### src/rtl/lzc_seq.sv
// lzc_seq: multi-cycle leading-zero counter scanning CHUNK_SZ-bit slices MSB-first through one shared LZC.
// Define LZC_SEQ_EARLY_EXIT_EN to stop scanning at the first nonzero slice (data-dependent latency).
module leading_zero_cnt #(
    parameter int W = 32
) (
    input  logic [W-1:0]       i_data,
    output logic [$clog2(W):0] o_cnt
);
    localparam int CW = $clog2(W) + 1;
    always_comb begin
        o_cnt = CW'(W);
        for (int i = 0; i < W; i++)
            if (i_data[i]) o_cnt = CW'(W - 1 - i);
    end
endmodule

module lzc_seq #(
    parameter int WI_SZ    = 128,
    parameter int CHUNK_SZ = 32,
    parameter int WO_SZ    = $clog2(WI_SZ) + 1
) (
    input  logic             clk,
    input  logic             rst_n,
    input  logic             in_valid,
    output logic             in_ready,
    input  logic [WI_SZ-1:0] in_data,
    output logic             out_valid,
    input  logic             out_ready,
    output logic [WO_SZ-1:0] out_cnt,
    output logic             out_zero,
    output logic             busy
);
    localparam int NCHUNK = WI_SZ / CHUNK_SZ;
    localparam int IW     = $clog2(NCHUNK);
    localparam int CW     = $clog2(CHUNK_SZ) + 1;

    typedef enum logic [1:0] {IDLE, SCAN, DONE} state_t;

    state_t           r_state;
    logic [WI_SZ-1:0] r_op;
    logic [IW-1:0]    r_idx;
    logic [WO_SZ-1:0] r_acc;
    logic             r_found;
    logic             r_out_valid;
    logic [WO_SZ-1:0] r_out_cnt;
    logic             r_out_zero;

    logic [CW-1:0]    w_c;
    logic [WO_SZ-1:0] w_acc_nx;
    logic             w_found_nx;
    logic             w_last;
    logic             w_exit;

    // The operand shifts left each SCAN cycle, so the current chunk is always the top slice.
    leading_zero_cnt #(.W(CHUNK_SZ)) u_lzc (
        .i_data(r_op[WI_SZ-1 -: CHUNK_SZ]),
        .o_cnt (w_c)
    );

    assign w_acc_nx   = r_found ? r_acc : r_acc + WO_SZ'(w_c);
    assign w_found_nx = r_found | (w_c != CW'(CHUNK_SZ));
    assign w_last     = r_idx == IW'(NCHUNK - 1);
`ifdef LZC_SEQ_EARLY_EXIT_EN
    assign w_exit     = w_last | w_found_nx;
`else
    assign w_exit     = w_last;
`endif

    always_ff @(posedge clk) begin
        if (!rst_n) begin
            r_state     <= IDLE;
            r_op        <= '0;
            r_idx       <= '0;
            r_acc       <= '0;
            r_found     <= 1'b0;
            r_out_valid <= 1'b0;
            r_out_cnt   <= '0;
            r_out_zero  <= 1'b0;
        end else begin
            case (r_state)
                IDLE: if (in_valid) begin
                    r_op    <= in_data;
                    r_idx   <= '0;
                    r_acc   <= '0;
                    r_found <= 1'b0;
                    r_state <= SCAN;
                end
                SCAN: begin
                    r_acc   <= w_acc_nx;
                    r_found <= w_found_nx;
                    r_op    <= r_op << CHUNK_SZ;
                    r_idx   <= r_idx + 1'b1;
                    if (w_exit) begin
                        r_state     <= DONE;
                        r_out_valid <= 1'b1;
                        r_out_cnt   <= w_acc_nx;
                        r_out_zero  <= w_acc_nx == WO_SZ'(WI_SZ);
                    end
                end
                DONE: if (out_ready) begin
                    r_out_valid <= 1'b0;
                    r_state     <= IDLE;
                end
                default: r_state <= IDLE;
            endcase
        end
    end

    assign in_ready  = rst_n & (r_state == IDLE);
    assign busy      = r_state != IDLE;
    assign out_valid = r_out_valid;
    assign out_cnt   = r_out_cnt;
    assign out_zero  = r_out_zero;
endmodule

### config.mk
export PLATFORM = sky130hd
export DESIGN_NAME = lzc_seq
export DESIGN_NICKNAME = d
export VERILOG_FILES = /design/src/rtl/lzc_seq.sv
export SDC_FILE = /design/constraint.sdc
export NUM_CORES = 1
export LEC_CHECK = 0
export BUFFER_PORTS_ARGS = -buffer_cell sky130_fd_sc_hd__buf_2
export CORE_AREA = 2 2 142 144
export DETAILED_ROUTE_END_ITERATION = 6
export DIE_AREA = 0 0 144 146
export PLACE_DENSITY = 0.59
export REMOVE_ABC_BUFFERS = 1
export SETUP_SLACK_MARGIN = 0.4
export SKIP_LAST_GASP = 1
export SYNTH_ARGS = -nofsm -noshare
export SYNTH_HDL_FRONTEND = slang
export SYNTH_SLANG_ARGS = --single-unit
### constraint.sdc
create_clock -name clk -period 4.5 [get_ports clk]
set_clock_uncertainty 0.15 [all_clocks]
set_input_delay 0.9 -clock clk [delete_from_list [all_inputs] [get_ports clk]]
set_output_delay 0.9 -clock clk [all_outputs]
set_load 0.1 [all_outputs]
---- After elaboration in Yosys (flattened, before gate mapping) ----
Cells that the tools add are included.
cells by class
  add/sub/neg operators ................... 2
  equality and inequality tests ........... 8
  mux-type cells .......................... 48
  bitwise operators ....................... 2
  reductions and logical operators ........ 8
operators with widths
  kind                                                                   count
  128-bit one-hot mux with 2 select lines                                1
  6-bit 2-to-1 mux                                                       32
  128-bit 2-to-1 mux                                                     1
  8-bit 2-to-1 mux                                                       2
  8-bit one-hot mux with 2 select lines                                  1
  8-bit by 6-bit adder with 8-bit output                                 1
  8-bit equality test, second input constant                             1
  2-bit 2-to-1 mux                                                       4
  2-bit != test, second input constant                                   3
  6-bit != test, second input constant                                   1
  2-bit one-hot mux with 3 select lines                                  1
  3-bit AND reduction                                                    2
  2-bit nonzero test                                                     3
  2-bit equality test, second input constant                             2
  1-bit one-hot mux with 2 select lines                                  2
  2-bit one-hot mux with 2 select lines                                  1
  2-bit AND reduction                                                    2
  1-bit 2-to-1 mux                                                       3
  2-bit by 1-bit adder with 2-bit output, second input constant          1
  2-bit by 1-bit equality test with 1-bit output, second input constant  1
  2-bit logical NOT                                                      1
  1-bit AND                                                              1
  1-bit bitwise OR                                                       1
storage, ports and cells
  register bits ........................... 151
  input bits .............................. 132
  output and inout bits ................... 12
  word-level logic and storage cells ...... 76

---- Logic depth before layout (Yosys ltp) ----
  depth after elaboration ................. 35
  depth in mapped cells ................... 14
  gate-level depth less buffers ........... 14

---- Cells and area by module ----
Synthesis repeated with hierarchy kept, for this count alone.
second synthesis, totals
  cells, all modules ...................... 873
  area, all modules ....................... 7210.7 sq um
by module, submodules not included
  module            instances  cells an instance  area an instance (sq um)  seq. area each (sq um)
  lzc_seq           1          808                6842.8                    3022.9
  leading_zero_cnt  1          65                 367.9                     0.0

---- Least setup slack after synthesis ----
Ideal clock, no wire load.
  path kind ............................... input -> output
  start point ............................. in rst_n
  end point ............................... out in_ready
  arrival ................................. 2.335 ns
  data required time ...................... 3.450 ns
  slack ................................... 1.115 ns
  cell stages on the path ................. 4
  path buffers ............................ 3
  cells stage by stage .................... clkbuf_1 -> buf_2 -> clkbuf_1 -> and2_1
on the way
  word-level cells in the longest chain between the ends .. 1
ends and longest elaborated chain
  what                line  source
  start: declaration  23    input logic rst_n,
  1-bit AND           109   assign in_ready = rst_n & (r_state == IDLE);
  end: declaration    25    output logic in_ready,
Every way passes these cells.

---- Worst setup path in the final report ----
  start point ............................. reg r_op[103]
  end point ............................... reg r_out_zero (netlist: out_zero)
on the way
  word-level cells in the longest chain between the ends .. 28
ends and longest elaborated chain
  what                                    line  source
  start: declaration                      40    logic [WI_SZ-1:0] r_op;
  start signal: assignment                82    r_op <= in_data;
  start signal: assignment                91    r_op <= r_op << CHUNK_SZ;
  6-bit 2-to-1 mux (25 in a row)          13    if (i_data[i]) o_cnt = CW'(W - 1 - i);
  8-bit by 6-bit adder with 8-bit output  60    assign w_acc_nx = r_found ? r_acc : r_acc + WO_SZ'(w_c);
  8-bit 2-to-1 mux                        60
  8-bit equality test                     97    r_out_zero <= w_acc_nx == WO_SZ'(WI_SZ);
  end signal: assignment                  97
  end: declaration                        46    logic r_out_zero;
Every way passes these cells.
A chain may end at the register's enable or synchronous reset.

==> flow_summary.ini <==
[pwr]
power.total_mw = 3.332
peakVddDrop_v = 0.0002571
power.density_mw_per_mm2 = 394.6
p_leak_nw = 3.512

[cts]
clockBufferDepth = 2
root_buffer = clkbuf_16
cts_hold_buf = 0
cts_made_buffers = 17
postCtsSetupBuffers = 0
ctsResizeCount = 0
worst_skew_pair.late_latency_ns = 0.43
cts.sinks = 151
cts_tree = built
cts.clk_slew.worst_paths_ns = 0.06
cts_max_level = 4

[floorplanning]
die_h_um = 146
core-area_mm2 = 0.01933
rows = 51
dieArea_mm2 = 0.02102
start_util = 0.3662
io_pins = 144
chipWidth_um = 144

[placement]
place_ws_ns = 1.330
place.gp.congestion = 0.8139
dp_hpwl_um = 12010
postPlaceCellArea_mm2 = 0.007911
io_buffers = 143

[setup_path]
crit_end = out_zero
cp-end-kind = flip-flop
r2r_setup_slack_ns = 1.31
worstSetupStartpointType = flip-flop
r2r_start = r_op[103]
r2r_cells = 12
worst-path-max-fanout = 5
startpoint = r_op[103]
r2r_end = out_zero
path_class = reg2reg
worstPathArrival_ns = 3.41
critPathRequiredTime_ns = 4.72

[logic_synthesis]
synth_cells = 956
syn_area_mm2 = 0.007081
synth-seq-area-share = 0.4269
yosysWarnings = 0
ys.flop_type = dfxtp_1
synth.avg_cell_area_um2 = 7.406
async_reset_ff_frac = 0
ys_ff_latch = 151
synth.distinct_cells = 54
synth_edf_count = 0

[finish]
area_growth_pct = 19.28
design_area_mm2 = 0.008446
final_cell_mix = o21ai_0 (201), dfxtp_1 (150), buf_2 (141)
fillers = 2010
finish.utilization = 0.4368
drive_gt1_frac = 0.1851
mostFrequentLayoutCell = o21ai_0
fin_nets = 1186
insertedDiodeCount = 0

[global_routing]
grt_pass1_wl_um = 31710
grt_antenna_before_repair = 0
globalRouteMet1Util = 0.2504
gr-usage-met3 = 0.04080
gr-usage-met2 = 0.2933
grt_start_max_net_pins = 96
grt_pass1_vias = 6444
grt_use_total = 0.1841
gr-total-overflow = 0
grt_busiest_layer = met2

[timing]
setup_slack_ns = 1.306
drv_slew = 0
slew_headroom = 0.4407
hold_violations = 0
tns_ns = 0
setup_viol = 0
fin_crit_sh = 0.7098
period_needed_ns = 3.194
worstMarginPinSlew_ns = 0.8390
rsz0062_at_grt = no
max_freq_ghz = 0.3131

[flow_run]
cap_viol_max_count = 0

[drt]
post_drt_wl_per_cell_um = 14.59
routed-via-count = 6794
drt_iter0_markers = 450
drt_wl_total_um = 19320
route.antenna.remaining_nets = 0
dr.pass1.iters = 5
vias_per_cell = 5.131
post-route-drc-count = 0

[min_path]
min_path_type = reg2reg

[outcome]
status = complete, no violations
[layout make-up]
type / instances / area (um2) / share of cell area
clock inverter: 12 / 77.57 / 0.009185
timing repair buffer: 151 / 793.3 / 0.09393
tap: 265 / 331.6 / 0.03926
inverter: 12 / 46.29 / 0.005481
multi-input combinational: 713 / 3714 / 0.4397
clock buffer: 20 / 456.7 / 0.05407
sequential: 151 / 3027 / 0.3584
[worst min path at each step]
stage	from	end	slack [ns]	cells after the start
6_report	out_cnt[2]	out_cnt[2]	0.31	2
3_3_place_gp	out_cnt[2]	out_cnt[2]	0.30	2
3_5_place_dp	out_cnt[2]	out_cnt[2]	0.31	2
5_1_grt	out_cnt[2]	out_cnt[2]	0.34	2
4_1_cts	out_cnt[2]	out_cnt[2]	0.32	2
2_1_floorplan	r_acc[5]	r_acc[5]	0.31	2
[through the flow]
stage	instances	hold slack (ns)
global route	1324	0.3412
floorplan	876	0.3139
global placement	1292	0.3026
finish	1324	0.3140
detailed placement	1292	0.3114
CTS	1324	0.3196
[cell families after synthesis]
group           count (synthesis)  synth area share
compound gates                391            0.3073
xor+xnor                        5          0.006186
fa+ha+maj                       8           0.01520
buf+inv                        92           0.05054
flops                         151            0.4269
mux                             2          0.002827
simple gates                  307            0.1910
[cell usage after synthesis, types with 3 or more instances]
cell type / n / share of area
o21ai_0: 201 / 0.14
dfxtp_1: 151 / 0.43
nor2_1: 118 / 0.063
nand2_1: 114 / 0.060
a21oi_1: 112 / 0.079
clkbuf_1: 59 / 0.031
a22oi_1: 37 / 0.039
nor2b_1: 37 / 0.033
buf_1: 11 / 0.0058
buf_2: 10 / 0.0071
inv_1: 10 / 0.0053
nor4_1: 8 / 0.0071
ha_1: 7 / 0.012
and2_1: 6 / 0.0053
nand3_1: 5 / 0.0035
o211a_1: 5 / 0.0071
a21boi_0: 4 / 0.0042
nor3_1: 4 / 0.0028
o21ai_1: 4 / 0.0028
o22ai_1: 4 / 0.0035
nand2b_1: 3 / 0.0027
o211ai_1: 3 / 0.0032
o31ai_1: 3 / 0.0032
xnor2_1: 3 / 0.0037
[sequential cells by signal, indices dropped and copies added (netlist names)]
signal and count:
out_cnt 8, out_valid 1, out_zero 1, r_acc 8
r_found 1, r_idx 2, r_op 128, r_state 2
[per-layer routing]
layer,part of all wire,vias to the layer above
met3,0.051,17
li1,-,3497
met2,0.46,165
met1,0.48,3115
met4,0.012,0
met5,0,-
[report_power, final]
part | switching, mW | total [mW] | internal (mW)
logic | 0.301 | 0.508 | 0.207
registers | 0.0819 | 1.53 | 1.44
clock network | 0.569 | 1.30 | 0.730
[worst max-delay path: stages, from the launching register on]
cell,delay (ns)
dfxtp_1,0.39
inv_1,0.06
a2111oi_0,0.38
a21oi_1,0.13
o21ai_0,0.16
o21ai_0,0.11
ha_1,0.22
fa_1,0.44
a31o_2,0.24
xnor2_1,0.23
a31oi_1,0.12
nor4_1,0.34
a32o_2,0.17
No activity file was read; power rests on OpenSTA's default activity.
